**src/rtl/tree_walk_ctrl_if.sv**
```systemverilog
// Bundle between the tree walker, its node/feature memories, node_processing and the result consumer.
// Optional walk_cycles signal exists only when TREE_WALK_PERF_EN is defined.
interface tree_walk_ctrl_if #(
    parameter int FEAT_AW = 7
);
    logic               start;
    logic [13:0]        root_addr;
    logic               busy;
    logic               node_rd_en;
    logic [13:0]        node_rd_addr;
    logic [31:0]        node_rd_data;
    logic               feat_rd_en;
    logic [FEAT_AW-1:0] feat_rd_addr;
    logic [8:0]         feat_rd_data;
    logic [8:0]         feature_val;
    logic [13:0]        abs_cur_addr;
    logic [8:0]         cmp_value;
    logic [6:0]         rel_left_child;
    logic [6:0]         rel_right_child;
    logic [13:0]        nxt_node_abs_addr;
    logic               result_valid;
    logic               result_ready;
    logic [7:0]         result_class;
    logic [6:0]         result_depth;
    logic               result_err;
`ifdef TREE_WALK_PERF_EN
    logic [15:0]        walk_cycles;
`endif

    modport master (
        input  start, root_addr, node_rd_data, feat_rd_data, nxt_node_abs_addr, result_ready,
        output busy, node_rd_en, node_rd_addr, feat_rd_en, feat_rd_addr, feature_val,
               abs_cur_addr, cmp_value, rel_left_child, rel_right_child,
               result_valid, result_class, result_depth, result_err
`ifdef TREE_WALK_PERF_EN
        , output walk_cycles
`endif
    );

    modport slave (
        output start, root_addr, node_rd_data, feat_rd_data, nxt_node_abs_addr, result_ready,
        input  busy, node_rd_en, node_rd_addr, feat_rd_en, feat_rd_addr, feature_val,
               abs_cur_addr, cmp_value, rel_left_child, rel_right_child,
               result_valid, result_class, result_depth, result_err
`ifdef TREE_WALK_PERF_EN
        , input walk_cycles
`endif
    );
endinterface

```
**src/rtl/tree_walk_ctrl.sv**
```systemverilog
// Walks one decision tree root-to-leaf: 3 cycles for a root leaf plus 5 per internal node; result held until result_ready.
// Define TREE_WALK_PERF_EN to add the saturating walk_cycles counter.
module tree_walk_ctrl #(
    parameter int MAX_DEPTH = 32,
    parameter int FEAT_AW   = 7
) (
    input  logic       clk,
    input  logic       rst_n,
    tree_walk_ctrl_if.master bus
);
    typedef enum logic [2:0] {IDLE, NODE_RD, NODE_WAIT, FEAT_RD, FEAT_WAIT, ADV, DONE} state_e;

    localparam logic [6:0] MAX_D = 7'(MAX_DEPTH);

    state_e             state_q, state_d;
    logic [6:0]         depth_q, depth_d;
    logic [13:0]        abs_q, abs_d;
    logic [8:0]         cmp_q, cmp_d;
    logic [6:0]         left_q, left_d, right_q, right_d;
    logic [FEAT_AW-1:0] fidx_q, fidx_d;
    logic [8:0]         fval_q, fval_d;
    logic               nrd_en_q, nrd_en_d, frd_en_q, frd_en_d;
    logic [13:0]        nrd_addr_q, nrd_addr_d;
    logic [FEAT_AW-1:0] frd_addr_q, frd_addr_d;
    logic               busy_q, busy_d;
    logic               rvld_q, rvld_d;
    logic [7:0]         rcls_q, rcls_d;
    logic [6:0]         rdep_q, rdep_d;
    logic               rerr_q, rerr_d;
    logic [6:0]         depth_inc;
    logic               unused_word_bits;

    assign depth_inc        = depth_q + 7'd1;
    assign unused_word_bits = bus.node_rd_data[31];

    always_comb begin
        state_d  = state_q;
        depth_d  = depth_q;
        abs_d    = abs_q;
        cmp_d    = cmp_q;
        left_d   = left_q;
        right_d  = right_q;
        fidx_d   = fidx_q;
        fval_d   = fval_q;
        rvld_d   = 1'b0;
        rcls_d   = rcls_q;
        rdep_d   = rdep_q;
        rerr_d   = rerr_q;
        case (state_q)
            IDLE: if (bus.start) begin
                abs_d   = bus.root_addr;
                depth_d = 7'd0;
                state_d = NODE_RD;
            end
            NODE_RD:   state_d = NODE_WAIT;
            NODE_WAIT: if (bus.node_rd_data[0]) begin
                rcls_d  = bus.node_rd_data[8:1];
                rdep_d  = depth_q;
                rerr_d  = 1'b0;
                state_d = DONE;
            end else begin
                cmp_d   = bus.node_rd_data[23:15];
                left_d  = bus.node_rd_data[14:8];
                right_d = bus.node_rd_data[7:1];
                fidx_d  = bus.node_rd_data[24 +: FEAT_AW];
                state_d = FEAT_RD;
            end
            FEAT_RD:   state_d = FEAT_WAIT;
            FEAT_WAIT: begin
                fval_d  = bus.feat_rd_data;
                state_d = ADV;
            end
            ADV: begin
                // The next address is followed as-is, including any 14-bit wrap.
                abs_d   = bus.nxt_node_abs_addr;
                depth_d = depth_inc;
                if (depth_inc == MAX_D) begin
                    rerr_d  = 1'b1;
                    rcls_d  = 8'd0;
                    rdep_d  = MAX_D;
                    state_d = DONE;
                end else begin
                    state_d = NODE_RD;
                end
            end
            DONE: begin
                // Fields settle on DONE entry; valid follows one cycle later and drops on the handshake edge.
                rvld_d = 1'b1;
                if (rvld_q && bus.result_ready) begin
                    rvld_d  = 1'b0;
                    state_d = IDLE;
                end
            end
            default: state_d = IDLE;
        endcase
        nrd_en_d   = (state_d == NODE_RD);
        nrd_addr_d = nrd_en_d ? abs_d : 14'd0;
        frd_en_d   = (state_d == FEAT_RD);
        frd_addr_d = frd_en_d ? fidx_d : '0;
        busy_d     = (state_d != IDLE);
    end

    always_ff @(posedge clk or negedge rst_n) begin
        if (!rst_n) begin
            state_q    <= IDLE;
            depth_q    <= '0;
            abs_q      <= '0;
            cmp_q      <= '0;
            left_q     <= '0;
            right_q    <= '0;
            fidx_q     <= '0;
            fval_q     <= '0;
            nrd_en_q   <= 1'b0;
            nrd_addr_q <= '0;
            frd_en_q   <= 1'b0;
            frd_addr_q <= '0;
            busy_q     <= 1'b0;
            rvld_q     <= 1'b0;
            rcls_q     <= '0;
            rdep_q     <= '0;
            rerr_q     <= 1'b0;
        end else begin
            state_q    <= state_d;
            depth_q    <= depth_d;
            abs_q      <= abs_d;
            cmp_q      <= cmp_d;
            left_q     <= left_d;
            right_q    <= right_d;
            fidx_q     <= fidx_d;
            fval_q     <= fval_d;
            nrd_en_q   <= nrd_en_d;
            nrd_addr_q <= nrd_addr_d;
            frd_en_q   <= frd_en_d;
            frd_addr_q <= frd_addr_d;
            busy_q     <= busy_d;
            rvld_q     <= rvld_d;
            rcls_q     <= rcls_d;
            rdep_q     <= rdep_d;
            rerr_q     <= rerr_d;
        end
    end

`ifdef TREE_WALK_PERF_EN
    logic [15:0] wcyc_q, wcyc_d;

    always_comb begin
        wcyc_d = wcyc_q;
        if (state_q == IDLE) begin
            if (bus.start) wcyc_d = 16'd0;
        end else if (!rvld_q && wcyc_q != 16'hFFFF) begin
            wcyc_d = wcyc_q + 16'd1;
        end
    end

    always_ff @(posedge clk or negedge rst_n) begin
        if (!rst_n) wcyc_q <= '0;
        else        wcyc_q <= wcyc_d;
    end

    assign bus.walk_cycles = wcyc_q;
`endif

    assign bus.busy            = busy_q;
    assign bus.node_rd_en      = nrd_en_q;
    assign bus.node_rd_addr    = nrd_addr_q;
    assign bus.feat_rd_en      = frd_en_q;
    assign bus.feat_rd_addr    = frd_addr_q;
    assign bus.feature_val     = fval_q;
    assign bus.abs_cur_addr    = abs_q;
    assign bus.cmp_value       = cmp_q;
    assign bus.rel_left_child  = left_q;
    assign bus.rel_right_child = right_q;
    assign bus.result_valid    = rvld_q;
    assign bus.result_class    = rcls_q;
    assign bus.result_depth    = rdep_q;
    assign bus.result_err      = rerr_q;
endmodule

```
**src/flat_wrapper.sv**
```systemverilog
// flat-port wrapper written by rule: the top's interface ports become plain ports
module tree_walk_ctrl_flat 
#(
    parameter int MAX_DEPTH = 32,
    parameter int FEAT_AW   = 7
)
  (clk, rst_n, bus_start, bus_root_addr, bus_node_rd_data, bus_feat_rd_data, bus_nxt_node_abs_addr, bus_result_ready, bus_busy, bus_node_rd_en, bus_node_rd_addr, bus_feat_rd_en, bus_feat_rd_addr, bus_feature_val, bus_abs_cur_addr, bus_cmp_value, bus_rel_left_child, bus_rel_right_child, bus_result_valid, bus_result_class, bus_result_depth, bus_result_err);
  tree_walk_ctrl_if #(.FEAT_AW(FEAT_AW)) bus_i ();
  input  logic clk;
  input  logic rst_n;
  input wire logic [$bits(bus_i.start)-1:0] bus_start;
  input wire logic [$bits(bus_i.root_addr)-1:0] bus_root_addr;
  input wire logic [$bits(bus_i.node_rd_data)-1:0] bus_node_rd_data;
  input wire logic [$bits(bus_i.feat_rd_data)-1:0] bus_feat_rd_data;
  input wire logic [$bits(bus_i.nxt_node_abs_addr)-1:0] bus_nxt_node_abs_addr;
  input wire logic [$bits(bus_i.result_ready)-1:0] bus_result_ready;
  output wire logic [$bits(bus_i.busy)-1:0] bus_busy;
  output wire logic [$bits(bus_i.node_rd_en)-1:0] bus_node_rd_en;
  output wire logic [$bits(bus_i.node_rd_addr)-1:0] bus_node_rd_addr;
  output wire logic [$bits(bus_i.feat_rd_en)-1:0] bus_feat_rd_en;
  output wire logic [$bits(bus_i.feat_rd_addr)-1:0] bus_feat_rd_addr;
  output wire logic [$bits(bus_i.feature_val)-1:0] bus_feature_val;
  output wire logic [$bits(bus_i.abs_cur_addr)-1:0] bus_abs_cur_addr;
  output wire logic [$bits(bus_i.cmp_value)-1:0] bus_cmp_value;
  output wire logic [$bits(bus_i.rel_left_child)-1:0] bus_rel_left_child;
  output wire logic [$bits(bus_i.rel_right_child)-1:0] bus_rel_right_child;
  output wire logic [$bits(bus_i.result_valid)-1:0] bus_result_valid;
  output wire logic [$bits(bus_i.result_class)-1:0] bus_result_class;
  output wire logic [$bits(bus_i.result_depth)-1:0] bus_result_depth;
  output wire logic [$bits(bus_i.result_err)-1:0] bus_result_err;
  assign bus_i.start = bus_start;
  assign bus_i.root_addr = bus_root_addr;
  assign bus_i.node_rd_data = bus_node_rd_data;
  assign bus_i.feat_rd_data = bus_feat_rd_data;
  assign bus_i.nxt_node_abs_addr = bus_nxt_node_abs_addr;
  assign bus_i.result_ready = bus_result_ready;
  assign bus_busy = bus_i.busy;
  assign bus_node_rd_en = bus_i.node_rd_en;
  assign bus_node_rd_addr = bus_i.node_rd_addr;
  assign bus_feat_rd_en = bus_i.feat_rd_en;
  assign bus_feat_rd_addr = bus_i.feat_rd_addr;
  assign bus_feature_val = bus_i.feature_val;
  assign bus_abs_cur_addr = bus_i.abs_cur_addr;
  assign bus_cmp_value = bus_i.cmp_value;
  assign bus_rel_left_child = bus_i.rel_left_child;
  assign bus_rel_right_child = bus_i.rel_right_child;
  assign bus_result_valid = bus_i.result_valid;
  assign bus_result_class = bus_i.result_class;
  assign bus_result_depth = bus_i.result_depth;
  assign bus_result_err = bus_i.result_err;
  tree_walk_ctrl #(.MAX_DEPTH(MAX_DEPTH), .FEAT_AW(FEAT_AW)) u_core (.clk(clk), .rst_n(rst_n), .bus(bus_i));
endmodule
```
**config.mk**
```make
export PLATFORM = sky130hd
export DESIGN_NAME = tree_walk_ctrl_flat
export DESIGN_NICKNAME = d
export VERILOG_FILES = /design/src/rtl/tree_walk_ctrl_if.sv /design/src/rtl/tree_walk_ctrl.sv /design/src/flat_wrapper.sv
export SDC_FILE = /design/constraint.sdc
export NUM_CORES = 1
export LEC_CHECK = 0
export ABC_CLOCK_PERIOD_IN_PS = 1800
export CAP_MARGIN = 20
export CORE_AREA = 2 2 122 124
export DETAILED_ROUTE_END_ITERATION = 12
export DIE_AREA = 0 0 124 126
export PLACE_DENSITY = 0.61
export SETUP_SLACK_MARGIN = 0.4
export SYNTH_ARGS = -nofsm -noshare
export SYNTH_HDL_FRONTEND = slang
export SYNTH_SLANG_ARGS = --single-unit
```
**constraint.sdc**
```tcl
create_clock -name clk -period 1.8 [get_ports clk]
set_input_delay 0.36 -clock clk [delete_from_list [all_inputs] [get_ports clk]]
set_output_delay 0.36 -clock clk [all_outputs]
set_load 0.01 [all_outputs]
```
## Word-level counts from Yosys, hierarchy flattened

Cells that the tools add are included.

| word-level totals | value |
|---|---|
| bits in registers | 104 |
| bits in latches | 0 |
| bits in writable memories | 0 |
| memory bits (read-only) | 0 |
| input port bits | 73 |
| output and inout port bits | 87 |
| word-level logic and storage cells | 63 |
| memories kept | 0 |

| cells by class | value |
|---|---|
| $add $sub $neg | 1 |
| $mul | 0 |
| divide/modulo/power cells | 0 |
| order comparisons | 0 |
| equal/unequal tests | 12 |
| shifts and indexed selects | 0 |
| multiplexer cells | 24 |
| bitwise operators | 1 |
| reduce and logical (&&, ||, !) cells | 8 |

Operator list:

| cell | count |
|---|---|
| 7-bit 2-to-1 mux | 6 |
| 14-bit 2-to-1 mux | 2 |
| 14-bit case mux with 2 select lines | 1 |
| 7-bit case mux with 2 select lines | 2 |
| 3-bit case mux with 7 select lines | 1 |
| 8-bit 2-to-1 mux | 2 |
| 8-bit case mux with 2 select lines | 1 |
| 3-bit 2-to-1 mux | 4 |
| 3-bit by 2-bit == test with 1-bit output (second input constant) | 3 |
| 3-bit == test (second input constant) | 3 |
| 7-bit by 1-bit adder with 7-bit output (second input constant) | 1 |
| 7-bit by 6-bit == test with 1-bit output (second input constant) | 1 |
| 3-bit by 1-bit == test with 1-bit output (second input constant) | 2 |
| 1-bit 2-to-1 mux | 4 |
| 2-bit inequality test (second input constant) | 2 |
| 2-bit AND reduction | 2 |
| 2-bit nonzero test | 2 |
| 3-bit zero test | 1 |
| 3-bit AND reduction | 1 |
| 3-bit nonzero test | 1 |
| 2-bit by 1-bit inequality test with 1-bit output (second input constant) | 1 |
| 1-bit case mux with 2 select lines | 1 |
| 1-bit logical AND | 1 |
| 1-bit NOT | 1 |

## Longest topological paths before layout

Gate-level depths: netlist (run 1).

| depth | value |
|---|---|
| word-level depth | 6 |
| mapped depth | 7 |
| mapped depth without buffers | 6 |

## Worst setup path before layout (run 1)

OpenSTA, ideal clock, no wires.

| path | value |
|---|---|
| kind | reg2reg |
| from | register u_core.depth_q[0] |
| to | register u_core.nrd_en_q (netlist: u_core.bus.node_rd_en) |
| library setup time | 124 ps |
| arrival | 1785 ps |
| required time | 1676 ps |
| slack | -109 ps |
| cell stages (with the launch flop) | 8 |
| buffers on the path | 1 |
| clock period less this slack | 1909 ps |
| cell sequence | dfrtp_1 -> ha_1 -> and3_2 -> nor4b_1 -> o31ai_2 -> nor2_2 -> buf_6 -> o21bai_2 |

| between the ends | value |
|---|---|
| longest elaborated chain between the ends | 5 |

RTL lines:

| element | RTL line | source |
|---|---|---|
| start, declared | tree_walk_ctrl.sv:16 | `logic [6:0] depth_q, depth_d;` |
| start signal, assigned | tree_walk_ctrl.sv:124 | `depth_q <= depth_d;` |
| 7-bit by 1-bit adder with 7-bit output | tree_walk_ctrl.sv:33 | `assign depth_inc = depth_q + 7'd1;` |
| 7-bit by 6-bit == test with 1-bit output | tree_walk_ctrl.sv:77 | `if (depth_inc == MAX_D) begin` |
| 3-bit 2-to-1 mux | tree_walk_ctrl.sv:77 |  |
| 3-bit case mux with 7 select lines | tree_walk_ctrl.sv:49 | `case (state_q)` |
| 3-bit by 1-bit == test with 1-bit output | tree_walk_ctrl.sv:96 | `nrd_en_d = (state_d == NODE_RD);` |
| via u_core.nrd_en_d | tree_walk_ctrl.sv:22 | `logic nrd_en_q, nrd_en_d, frd_en_q, frd_en_d;` |
| end signal, assigned | tree_walk_ctrl.sv:131 | `nrd_en_q <= nrd_en_d;` |
| end, declared | tree_walk_ctrl.sv:22 |  |

The timed path passes the listed nets, and every way through them passes these cells.
A chain may end at the register's enable or synchronous reset.

## Final worst setup path (run 1)

| path | value |
|---|---|
| from | register u_core.depth_q[1] |
| to | register u_core.state_q[1] |

| between the ends | value |
|---|---|
| longest elaborated chain between the ends | 4 |

RTL lines:

| element | RTL line | source |
|---|---|---|
| 7-bit by 1-bit adder with 7-bit output | tree_walk_ctrl.sv:33 |  |
| 7-bit by 6-bit == test with 1-bit output | tree_walk_ctrl.sv:77 |  |
| 3-bit 2-to-1 mux | tree_walk_ctrl.sv:77 |  |
| 3-bit case mux with 7 select lines | tree_walk_ctrl.sv:49 |  |
| via u_core.state_d[1] | tree_walk_ctrl.sv:15 | `state_e state_q, state_d;` |
| end signal, assigned | tree_walk_ctrl.sv:123 | `state_q <= state_d;` |
| end, declared | tree_walk_ctrl.sv:15 |  |

The timed path passes the listed nets, and every way through them passes these cells.

==> flow_summary.ini, run 1 <==
[setup_path]
r2r-start = u_core.depth_q[1]$_DFFE_PN0P_
crit_arrival_ns = 2.03
start_kind = flop
path_common_cell = buf_4
critPathRequiredTime_ns = 2.02
r2r_slack_ns = -0.009
r2r-end = u_core.state_q[1]$_DFF_PN0_
path_cells = ha_4, and3_4, buf_4, a22oi_2, buf_4, o21ai_4, a22o_1
critPathMaxStageDelay_ns = 0.44
slowest_stage = dfrtp_2
crit_path_max_fanout = 5
worstSetupPathType = reg2reg
worstRegToRegCells = 7
setup.worst_path.end_class = flop

[floorplanning]
fp.coreArea_um2 = 14310
die_w_um = 124
die_h_um = 126
start_util = 0.2737
io_pins = 160
die-area_um2 = 15620
rows = 44

[finish]
nets = 643
multiInputGateArea_um2 = 1923
drive_gt1_frac = 0.3770
mostFrequentLayoutCells = dfrtp_1 (92), clkdlybuf4s50_1 (70), nand2_1 (59)
syn2layout_area_growth_pct = 83.78
final_common_cell = dfrtp_1
fillers = 1245
n_antenna_cell = 0
final-seq-area_um2 = 2434

[drt]
drtIter0Drc = 157
vias = 3429
via_per_inst = 4.530
ant_nets = 0
dr.pass1.iters = 4
drt_wl_total_um = 11930
wl_per_cell_um = 15.76
drc = 0

[place]
place.gp.congestion = 0.8067
dp_slack_ns = -0.3709
portBuffers = 158
detailed_place_hpwl_um = 7367

[outcome]
status = finished with violations
failed_checks = negative setup slack

[yosys]
synth_top_area_share = 0.6196
yosysUniqueCellTypes = 46
ys_seq_area_frac = 0.6196
synth_edf_count = 0
ys.warnings.count = 0
yosys.area.top_type = dfrtp_1
syn_area_um2 = 3918
syn-num-nets = 421
ys_top_cells_by_area = dfrtp_1 (62%), mux2_2 (9.2%), nand2_1 (7.5%), o21ai_0 (3.1%), o21ai_2 (2.0%)
async_flop_share = 1.000
synth_area_per_cell_um2 = 11.32
netlist_instances = 346
synthFlopType = dfrtp_1
synth-seq-cells = 97

[timing]
fmax_mhz = 552.6
finalCritPeriodShare = 1.005
grt_setup_unrepaired = yes
finalHoldViolations = 0
skew_ns = 0.008213
setup_ws_ns = -0.009476
maxSlewViolCount = 0
worst_pin_slew_ns = 0.5021
setup_viol = 1
slew_headroom = 0.6653
fin_crit_ns = 1.809

[clock_tree]
clock-sinks = 97
hold_buffers = 0
cts_made_buffers = 9
clk_pin_slew_ns = 0.07
clockBufferDepth = 2
clk_latency_ns = 0.34
ctsRootBufferMaster = clkbuf_16
cts_max_level = 3
cts_tree = built

[pwr]
power_mw = 10.90
peakVddDrop_uv = 569.0
intPower_mw = 7.186
clockPowerShare = 0.176
leakage_nw = 3.443
p_sw_mw = 3.715
p_sw_frac = 0.3408
powerDensity_nw_per_um2 = 1514
seqPwrFrac = 0.325
pwr-share-comb = 0.499

[grt]
grt_overflow_total = 0
grt_max_degree = 98
grtUsageTotal = 0.1507
antenna_found_initial = 0
grt_pass1_wl_um = 18330
grt_pass1_vias = 3594

[min_path]
hold_path.class = in2async

[run]
drv_cap = 0
## Yosys cell counts (2+ instances only)
library cell and instances:
dfrtp_1 97, nor2_1 11, nand2b_1 2, o21ai_0 24
buf_2 6, buf_4 2, and2_1 9, mux2_2 32
inv_1 4, a31oi_1 2, nor4_1 2, o21ai_2 9
inv_2 2, a21oi_1 6, nand2_1 78, clkbuf_1 5
nand3_1 15, o31ai_1 3, a22o_1 2, nor2_2 2
o21ai_1 7, ha_1 2
## layer usage
layer | global-route usage | part of all wire | wire length [µm] | vias up
met5 | 0 | 0 | 0 | -
met4 | 0.04891 | 0.017 | 205 | 0
met3 | 0.03442 | 0.051 | 603 | 15
met2 | 0.2615 | 0.52 | 6188 | 94
met1 | 0.1835 | 0.41 | 4931 | 1691
li1 | - | - | - | 1629
## flip-flops by register name, summed over array words and instances (netlist names)
signal                      cells
u_core.bus.result_depth         7
u_core.bus.node_rd_addr        14
u_core.depth_q                  7
u_core.bus.result_class         8
u_core.bus.feature_val          9
u_core.bus.busy                 1
u_core.state_q                  3
u_core.bus.cmp_value            9
u_core.bus.rel_right_child      7
u_core.bus.result_valid         1
u_core.bus.feat_rd_addr         7
u_core.bus.result_err           1
u_core.bus.abs_cur_addr        14
u_core.bus.feat_rd_en           1
u_core.bus.rel_left_child       7
u_core.bus.node_rd_en           1
## worst max-delay path, delay by kind of cell, from the launching register on
kind	cells	cell delay, ns
and+or+nand+nor	1	0.16
AOI/OAI and AO/OA	3	0.55
buffers and inverters	2	0.34
adders and majority gates	1	0.19
DFF	1	0.44
## layout make-up
class,instances,share of cell area
inverters,6,0.005388
well taps,184,0.03198
clock inverters,7,0.009732
repair buffers,224,0.3120
multi-input cells,228,0.2671
flip-flops and latches,97,0.3380
repair inverters,2,0.004519
clock buffers,9,0.03128
## worst max path at each step
stage	start	endpoint	slack (ns)	cells after the start
5_1_grt	u_core.depth_q[1]$_DFFE_PN0P_	u_core.bus.node_rd_addr[2]$_DFF_PN0_	-0.10	7
6_report	u_core.depth_q[1]$_DFFE_PN0P_	u_core.state_q[1]$_DFF_PN0_	-0.009	7
3_3_place_gp	bus_start	u_core.depth_q[6]$_DFFE_PN0P_	-0.38	5
4_1_cts	u_core.depth_q[1]$_DFFE_PN0P_	u_core.bus.node_rd_addr[3]$_DFF_PN0_	0.03	7
2_1_floorplan	u_core.depth_q[0]$_DFFE_PN0P_	u_core.bus.node_rd_en$_DFF_PN0_	0.07	7
3_5_place_dp	bus_start	u_core.depth_q[6]$_DFFE_PN0P_	-0.37	5
## power groups by stage
stage	Combinational, mW	Clock (mW)	Sequential, mW
floorplan	1.67	0	3.91
global placement	4.24	0	3.55
detailed placement	4.29	0	3.59
CTS	4.50	1.96	3.50
global route	5.86	2.07	3.64
finish	5.44	1.92	3.54
## kinds of logic (layout without fill, tap and decap cells)
group / Yosys count / in the layout / synth area share
adders and majority gates: 2 / 2 / 0.006387
AOI/OAI and AO/OA: 60 / 60 / 0.09646
muxes: 32 / 32 / 0.09198
DFF: 97 / 97 / 0.6196
xor gates and xnor gates: 1 / 1 / 0.002236
buffers and inverters: 22 / 248 / 0.02714
and+or+nand+nor: 132 / 133 / 0.1562
## metrics by stage
step            TNS (ns)  hold WS, ns  cell area, µm²  std cells  utilization
3_5_place_dp      -6.424       0.4651            5984        693       0.4181
5_1_grt           -1.699       0.1193            7199        757       0.5030
2_1_floorplan          0      0.06441            4099        346            -
6_report       -0.009476      0.06538            7199        757       0.5030
3_3_place_gp      -6.037       0.4551            5984        693       0.4181
4_1_cts                0      0.09708            6650        739       0.4646
## what timing repair did
| action | CTS | global route |
|---|---|---|
| resized for setup | 153 | 141 |
| setup buffers | 26 | 16 |
| gates cloned | 4 | 2 |
| pin swaps | 9 | 33 |
| endpoints found under the hold margin | 0 | 0 |
| endpoints found under the setup margin | 182 | 133 |
(Power assumes the default switching activity.)
==> run 2: changes to the inputs <==
--- a/config.mk
+++ b/config.mk
@@ -10,6 +10,7 @@
 export CORE_AREA = 2 2 122 124
 export DETAILED_ROUTE_END_ITERATION = 12
 export DIE_AREA = 0 0 124 126
+export GPL_TIMING_DRIVEN = 1
 export PLACE_DENSITY = 0.61
 export SETUP_SLACK_MARGIN = 0.4
 export SYNTH_ARGS = -nofsm -noshare
==> constraint.sdc (replaced) <==
create_clock -name clk -period 1.8 [get_ports clk]
set_input_delay 0.36 -clock clk [delete_from_list [all_inputs] [get_ports clk]]
set_output_delay 0.36 -clock clk [all_outputs]
set_load 0.05 [all_outputs]
==> run 2 against run 1 <==
Compared with the run above: first-iteration DRC count shrank 39%; global-route usage shrank 0.61 points; hold slack lost 0.018 ns; final cell count shrank 2.1%; the flow now finishes without violations; die area is the same; via count shrank 0.58%; clock power shrank 6%; critical path depth is the same; largest cell class unchanged.
==> flow_summary.ini, run 2 (synthesis results as in run 1) <==
[timing]
finalCritPeriodShare = 0.9831
finalSetupTns_ns = 0
worst_pin_slew_ns = 0.5226
slew_headroom = 0.6516
maxSlewViolCount = 0
fin_crit_ns = 1.770
fmax_mhz = 565.1
holdWs_ns = 0.04785
setup_ws_ns = 0.03043
setup_viol = 0
grt_setup_unrepaired = yes
skew_ns = 0.006457
finalHoldViolations = 0

[drt]
drt_wl_total_um = 11820
wl_per_cell_um = 15.95
ant_nets = 0
drtIter0Drc = 96
via_per_inst = 4.601
drc = 0
dr.pass1.iters = 4
vias = 3409

[pwr]
leakage_nw = 3.279
clockPowerShare = 0.137
seqPwrFrac = 0.272
peakVddDrop_uv = 631.4
pwr-share-comb = 0.591
intPower_mw = 7.076
p_sw_mw = 6.132
power_mw = 13.21
powerDensity_nw_per_um2 = 1919
p_sw_frac = 0.4643

[floorplanning]
die-area_um2 = 15620
die_w_um = 124
rows = 44
io_pins = 160
start_util = 0.2737
die_h_um = 126
fp.coreArea_um2 = 14310

[min_path]
hold_path.class = in2async

[finish]
final-seq-area_um2 = 2431
final_common_cell = buf_4
fin_cells = 741
n_antenna_cell = 0
fillers = 1325
drive_gt1_frac = 0.5063
syn2layout_area_growth_pct = 75.73
multiInputGateArea_um2 = 1904
mostFrequentLayoutCells = buf_4 (111), dfrtp_1 (94), clkdlybuf4s50_1 (70)
nets = 627

[place]
dp.cells = 693
dp_slack_ns = -0.4073
detailed_place_hpwl_um = 7444
place.gp.congestion = 0.7814
portBuffers = 158

[setup_path]
crit_arrival_ns = 1.99
critPathRequiredTime_ns = 2.02
setup.worst_path.end_class = flop
start_kind = flop
crit_path_max_fanout = 14
worstSetupPathType = reg2reg

[clock_tree]
cts_max_level = 3
clockBufferDepth = 2
ctsRootBufferMaster = clkbuf_16
clk_pin_slew_ns = 0.07
cts_tree = built
cts_made_buffers = 9
clk_latency_ns = 0.34
clock-sinks = 97

[grt]
grt_pass1_vias = 3463
grt_pass1_wl_um = 17460
grtUsageTotal = 0.1446
antenna_found_initial = 0
grt_max_degree = 98
grt_overflow_total = 0

[outcome]
status = completed

[run]
drv_cap = 0
## run 2: cell count changes in the layout (fill, tap and decap cells not counted), sizes merged
| cell | delta |
|---|---|
| buf | +71 |
| inv | -1 |
| nor2 | +1 |
| clkinv | -2 |
| dlygate4sd2 | -38 |
| clkinvlp | +3 |
| clkdlybuf4s15 | -44 |
| clkbuf | -5 |
| bufinv | -1 |
## run 2: final cells by class
class	count	share of cell area
clock buffer	10	0.03471
clock inverter	6	0.006361
inverter	6	0.005634
multi-input combinational	229	0.2766
sequential	97	0.3531
tap	184	0.03344
timing repair buffer	207	0.2854
timing repair inverter	2	0.004726
## run 2: final timing paths
| check | from | end | slack, ns | depth (start not counted) |
|---|---|---|---|---|
| setup / recovery | u_core.depth_q[1]$_DFFE_PN0P_ | u_core.bus.result_depth[3]$_DFFE_PN0P_ | 0.03 | 7 |
| hold / removal | rst_n | u_core.bus.result_class[6]$_DFFE_PN0P_ | 0.05 | 2 |
| setup reg to reg | u_core.depth_q[1]$_DFFE_PN0P_ | u_core.bus.result_depth[3]$_DFFE_PN0P_ | 0.03 | 7 |
| hold reg to reg | u_core.bus.result_err$_DFFE_PN0P_ | u_core.bus.result_err$_DFFE_PN0P_ | 0.50 | 1 |
| max in group asynchronous | rst_n | u_core.bus.node_rd_addr[9]$_DFF_PN0_ | 1.33 | 2 |
| min in group clk | u_core.bus.result_err$_DFFE_PN0P_ | u_core.bus.result_err$_DFFE_PN0P_ | 0.50 | 1 |
## run 2: power groups by stage
stage               Sequential, mW  Combinational (mW)  Clock (mW)
floorplan                     6.31                1.68           0
global placement              3.57                6.39           0
detailed placement            3.60                6.46           0
CTS                           3.55                7.15        1.86
global route                  3.69                8.20        1.97
finish                        3.59                7.81        1.81
## run 2: critical path: stages (launching register included)
cell and delay [ns]:
dfrtp_1 0.43, ha_4 0.20, and3_4 0.17, nor4b_4 0.31, o31ai_4 0.13, nor3_4 0.17, buf_12 0.16, o22ai_1 0.07
## run 2: metrics by stage
step,instance area (µm²),utilization
floorplan,4099,-
global placement,5767,0.4029
detailed placement,5767,0.4029
CTS,6472,0.4522
global route,6884,0.4809
finish,6884,0.4809
## run 2: metal layers
layer | wire, µm | vias up | track usage
met5 | 0 | - | 0
met4 | 131 | 0 | 0.04759
met3 | 573 | 9 | 0.03216
met2 | 6166 | 87 | 0.2573
met1 | 4946 | 1717 | 0.1707
li1 | - | 1596 | -
## run 2: repair_timing
| action | CTS | global route |
|---|---|---|
| setup buffers | 16 | 10 |
| pin swaps | 14 | 28 |
| gates resized for setup | 70 | 74 |
| endpoints found under the setup margin | 95 | 93 |
| gates cloned | 4 | 2 |
| endpoints found under the hold margin | 0 | 0 |
| hold buffers | 0 | 0 |
==> run 3: changes to the inputs <==
--- a/config.mk
+++ b/config.mk
@@ -6,7 +6,7 @@
 export NUM_CORES = 1
 export LEC_CHECK = 0
 export ABC_CLOCK_PERIOD_IN_PS = 1800
-export CAP_MARGIN = 20
+export CAP_MARGIN = 15
 export CORE_AREA = 2 2 122 124
 export DETAILED_ROUTE_END_ITERATION = 12
 export DIE_AREA = 0 0 124 126
@@ -16,3 +16,4 @@
 export SYNTH_ARGS = -nofsm -noshare
 export SYNTH_HDL_FRONTEND = slang
 export SYNTH_SLANG_ARGS = --single-unit
+export TNS_END_PERCENT = 10
==> run 3 against run 2 <==
Compared with the run above: cell area fell by 6.6%; global-route usage is 1.3 points lower; utilization down 3.2 points; first-iteration DRC count up 49%; register-to-register slack about the same; power is 5.4% lower; combinational power is 9.7% lower; die area unchanged; via count fell by 3.3%; non-clock buffer count down 14; hold slack got worse by 0.043 ns; maximum frequency increased by 0.36%; critical endpoint is now u_core.bus.node_rd_addr[5]$_DFF_PN0_.
==> flow_summary.ini, run 3 (synthesis results as in run 1) <==
[setup_path]
slowest_stage = dfrtp_1
crit_path_max_fanout = 10
start_kind = flop
crit_arrival_ns = 2.00
crit_end = u_core.bus.node_rd_addr[5]$_DFF_PN0_
critPathMaxStageDelay_ns = 0.42
cp-startpoint = u_core.depth_q[1]$_DFFE_PN0P_
r2r_slack_ns = 0.04
r2r-start = u_core.depth_q[1]$_DFFE_PN0P_
setup.worst_path.end_class = flop
worstRegToRegCells = 7
worstSetupPathType = reg2reg
critPathRequiredTime_ns = 2.03
path_cells = ha_4, and3_4, nor4b_4, o31ai_4, nor2_4, buf_12, o21ai_2
r2r-end = u_core.bus.node_rd_addr[5]$_DFF_PN0_

[timing]
skew_ns = 0.007161
slew_headroom = 0.6548
grt_setup_unrepaired = yes
fin_crit_ns = 1.763
finalHoldViolations = 0
worst_pin_slew_ns = 0.5178
finalCritPeriodShare = 0.9796
maxSlewViolCount = 0
setup_viol = 0
fmax_mhz = 567.1

[clock_tree]
cts_made_buffers = 9
ctsRootBufferMaster = clkbuf_16
clockBufferDepth = 2
hold_buffers = 0
clk_latency_ns = 0.34
clock-sinks = 97
cts_max_level = 3
clk_pin_slew_ns = 0.07
cts_tree = built

[finish]
multiInputGateArea_um2 = 1665
fillers = 1342
nets = 609
final_common_cell = buf_4
syn2layout_area_growth_pct = 64.16
stdcell_area_um2 = 6431
mostFrequentLayoutCells = buf_4 (105), dfrtp_1 (96), nand2_1 (70), clkdlybuf4s50_1 (70), mux2_4 (31)
final-seq-area_um2 = 2429
drive_gt1_frac = 0.4026
n_antenna_cell = 0

[drt]
drtIter0Drc = 143
drt_wl_total_um = 10840
dr.pass1.iters = 6
wl_per_cell_um = 14.99
vias = 3295
ant_nets = 0
drc = 0
via_per_inst = 4.557

[run]
drv_cap = 0

[place]
detailed_place_hpwl_um = 7268
place.gp.congestion = 0.7308
portBuffers = 158
post_dp_cell_area_um2 = 5738

[floorplanning]
rows = 44
die_h_um = 126
fp.coreArea_um2 = 14310
die_w_um = 124
die-area_um2 = 15620
io_pins = 160
start_util = 0.2737

[grt]
grt_pass1_vias = 3245
grt_max_degree = 57
grtUsageTotal = 0.1316
grt_overflow_total = 0
antenna_found_initial = 0
grt_pass1_wl_um = 15930

[pwr]
peakVddDrop_uv = 633.7
power_mw = 12.49
powerDensity_nw_per_um2 = 1943
leakage_nw = 3.040

[min_path]
hold_path.class = in2async

[outcome]
status = completed
## run 3: cell count changes in the layout (fill, tap and decap cells not counted), moves of 6 or more
| cell | before | now |
|---|---|---|
| nand2_4 | 8 | 1 |
| nand3_1 | 2 | 14 |
| o21ai_0 | 5 | 12 |
| nand2_1 | 57 | 70 |
| buf_4 | 111 | 105 |
| nand2_2 | 14 | 8 |
| nand3_2 | 13 | 1 |
| o21ai_2 | 19 | 10 |
## run 3: repair_timing
item,CTS,global route
gates cloned,0,2
setup endpoints to repair,86,87
pin swaps,2,7
resized for setup,7,82
buffers inserted,1,6
## run 3: final cells by class
class | instances | area share
clock buffers | 12 | 0.04144
clock inverters | 4 | 0.004086
inverters | 6 | 0.005447
multi-input cells | 227 | 0.2589
flip-flops and latches | 97 | 0.3776
well taps | 184 | 0.03580
repair buffers | 193 | 0.2767
## run 3: stage by stage
step | utilization | hold slack [ns] | cells | setup TNS, ns | worst slack (ns)
global route | 0.4493 | 0.02574 | 723 | -0.8177 | -0.04928
CTS | 0.4247 | 0.009064 | 715 | 0 | 0.02079
finish | 0.4493 | 0.004450 | 723 | 0 | 0.03672
detailed placement | 0.4009 | 0.3799 | 698 | -7.982 | -0.4348
global placement | 0.4009 | 0.3905 | 698 | -7.789 | -0.4288
floorplan | - | 0.06441 | 346 | 0 | 0.06462
## run 3: how the worst min path moves through the flow
stage           from                              endpoint  slack, ns  cells after the start
2_1_floorplan  rst_n  u_core.bus.abs_cur_addr[0]$_DFF_PN0_       0.06                      0
3_3_place_gp   rst_n   u_core.bus.cmp_value[7]$_DFFE_PN0P_       0.39                      2
3_5_place_dp   rst_n   u_core.bus.cmp_value[6]$_DFFE_PN0P_       0.38                      2
4_1_cts        rst_n     u_core.bus.result_err$_DFFE_PN0P_      0.009                      2
5_1_grt        rst_n   u_core.bus.cmp_value[4]$_DFFE_PN0P_       0.03                      2
6_report       rst_n  u_core.bus.feat_rd_addr[0]$_DFF_PN0_      0.004                      2
## run 3: where the power goes
part           internal, mW  total [mW]  leakage (nW)  switching [mW]
logic                  2.62        7.05          1.67            4.43
clock network          1.05        1.86         0.145           0.808
registers              3.05        3.59          1.22           0.539
## run 3: layer usage
layer | vias to the layer above | share of wire | GRT usage
met3 | 17 | 0.068 | 0.03804
li1 | 1558 | - | -
met1 | 1610 | 0.43 | 0.1662
met5 | - | 0 | 0
met4 | 0 | 0.023 | 0.06279
met2 | 110 | 0.48 | 0.2062
## run 3: worst max-delay path, delay by kind of cell (launching register included)
kind	cells	cell delay, ns
buf+inv	1	0.17
fa+ha+maj	1	0.19
flops	1	0.42
simple gates	3	0.68
compound gates	2	0.18
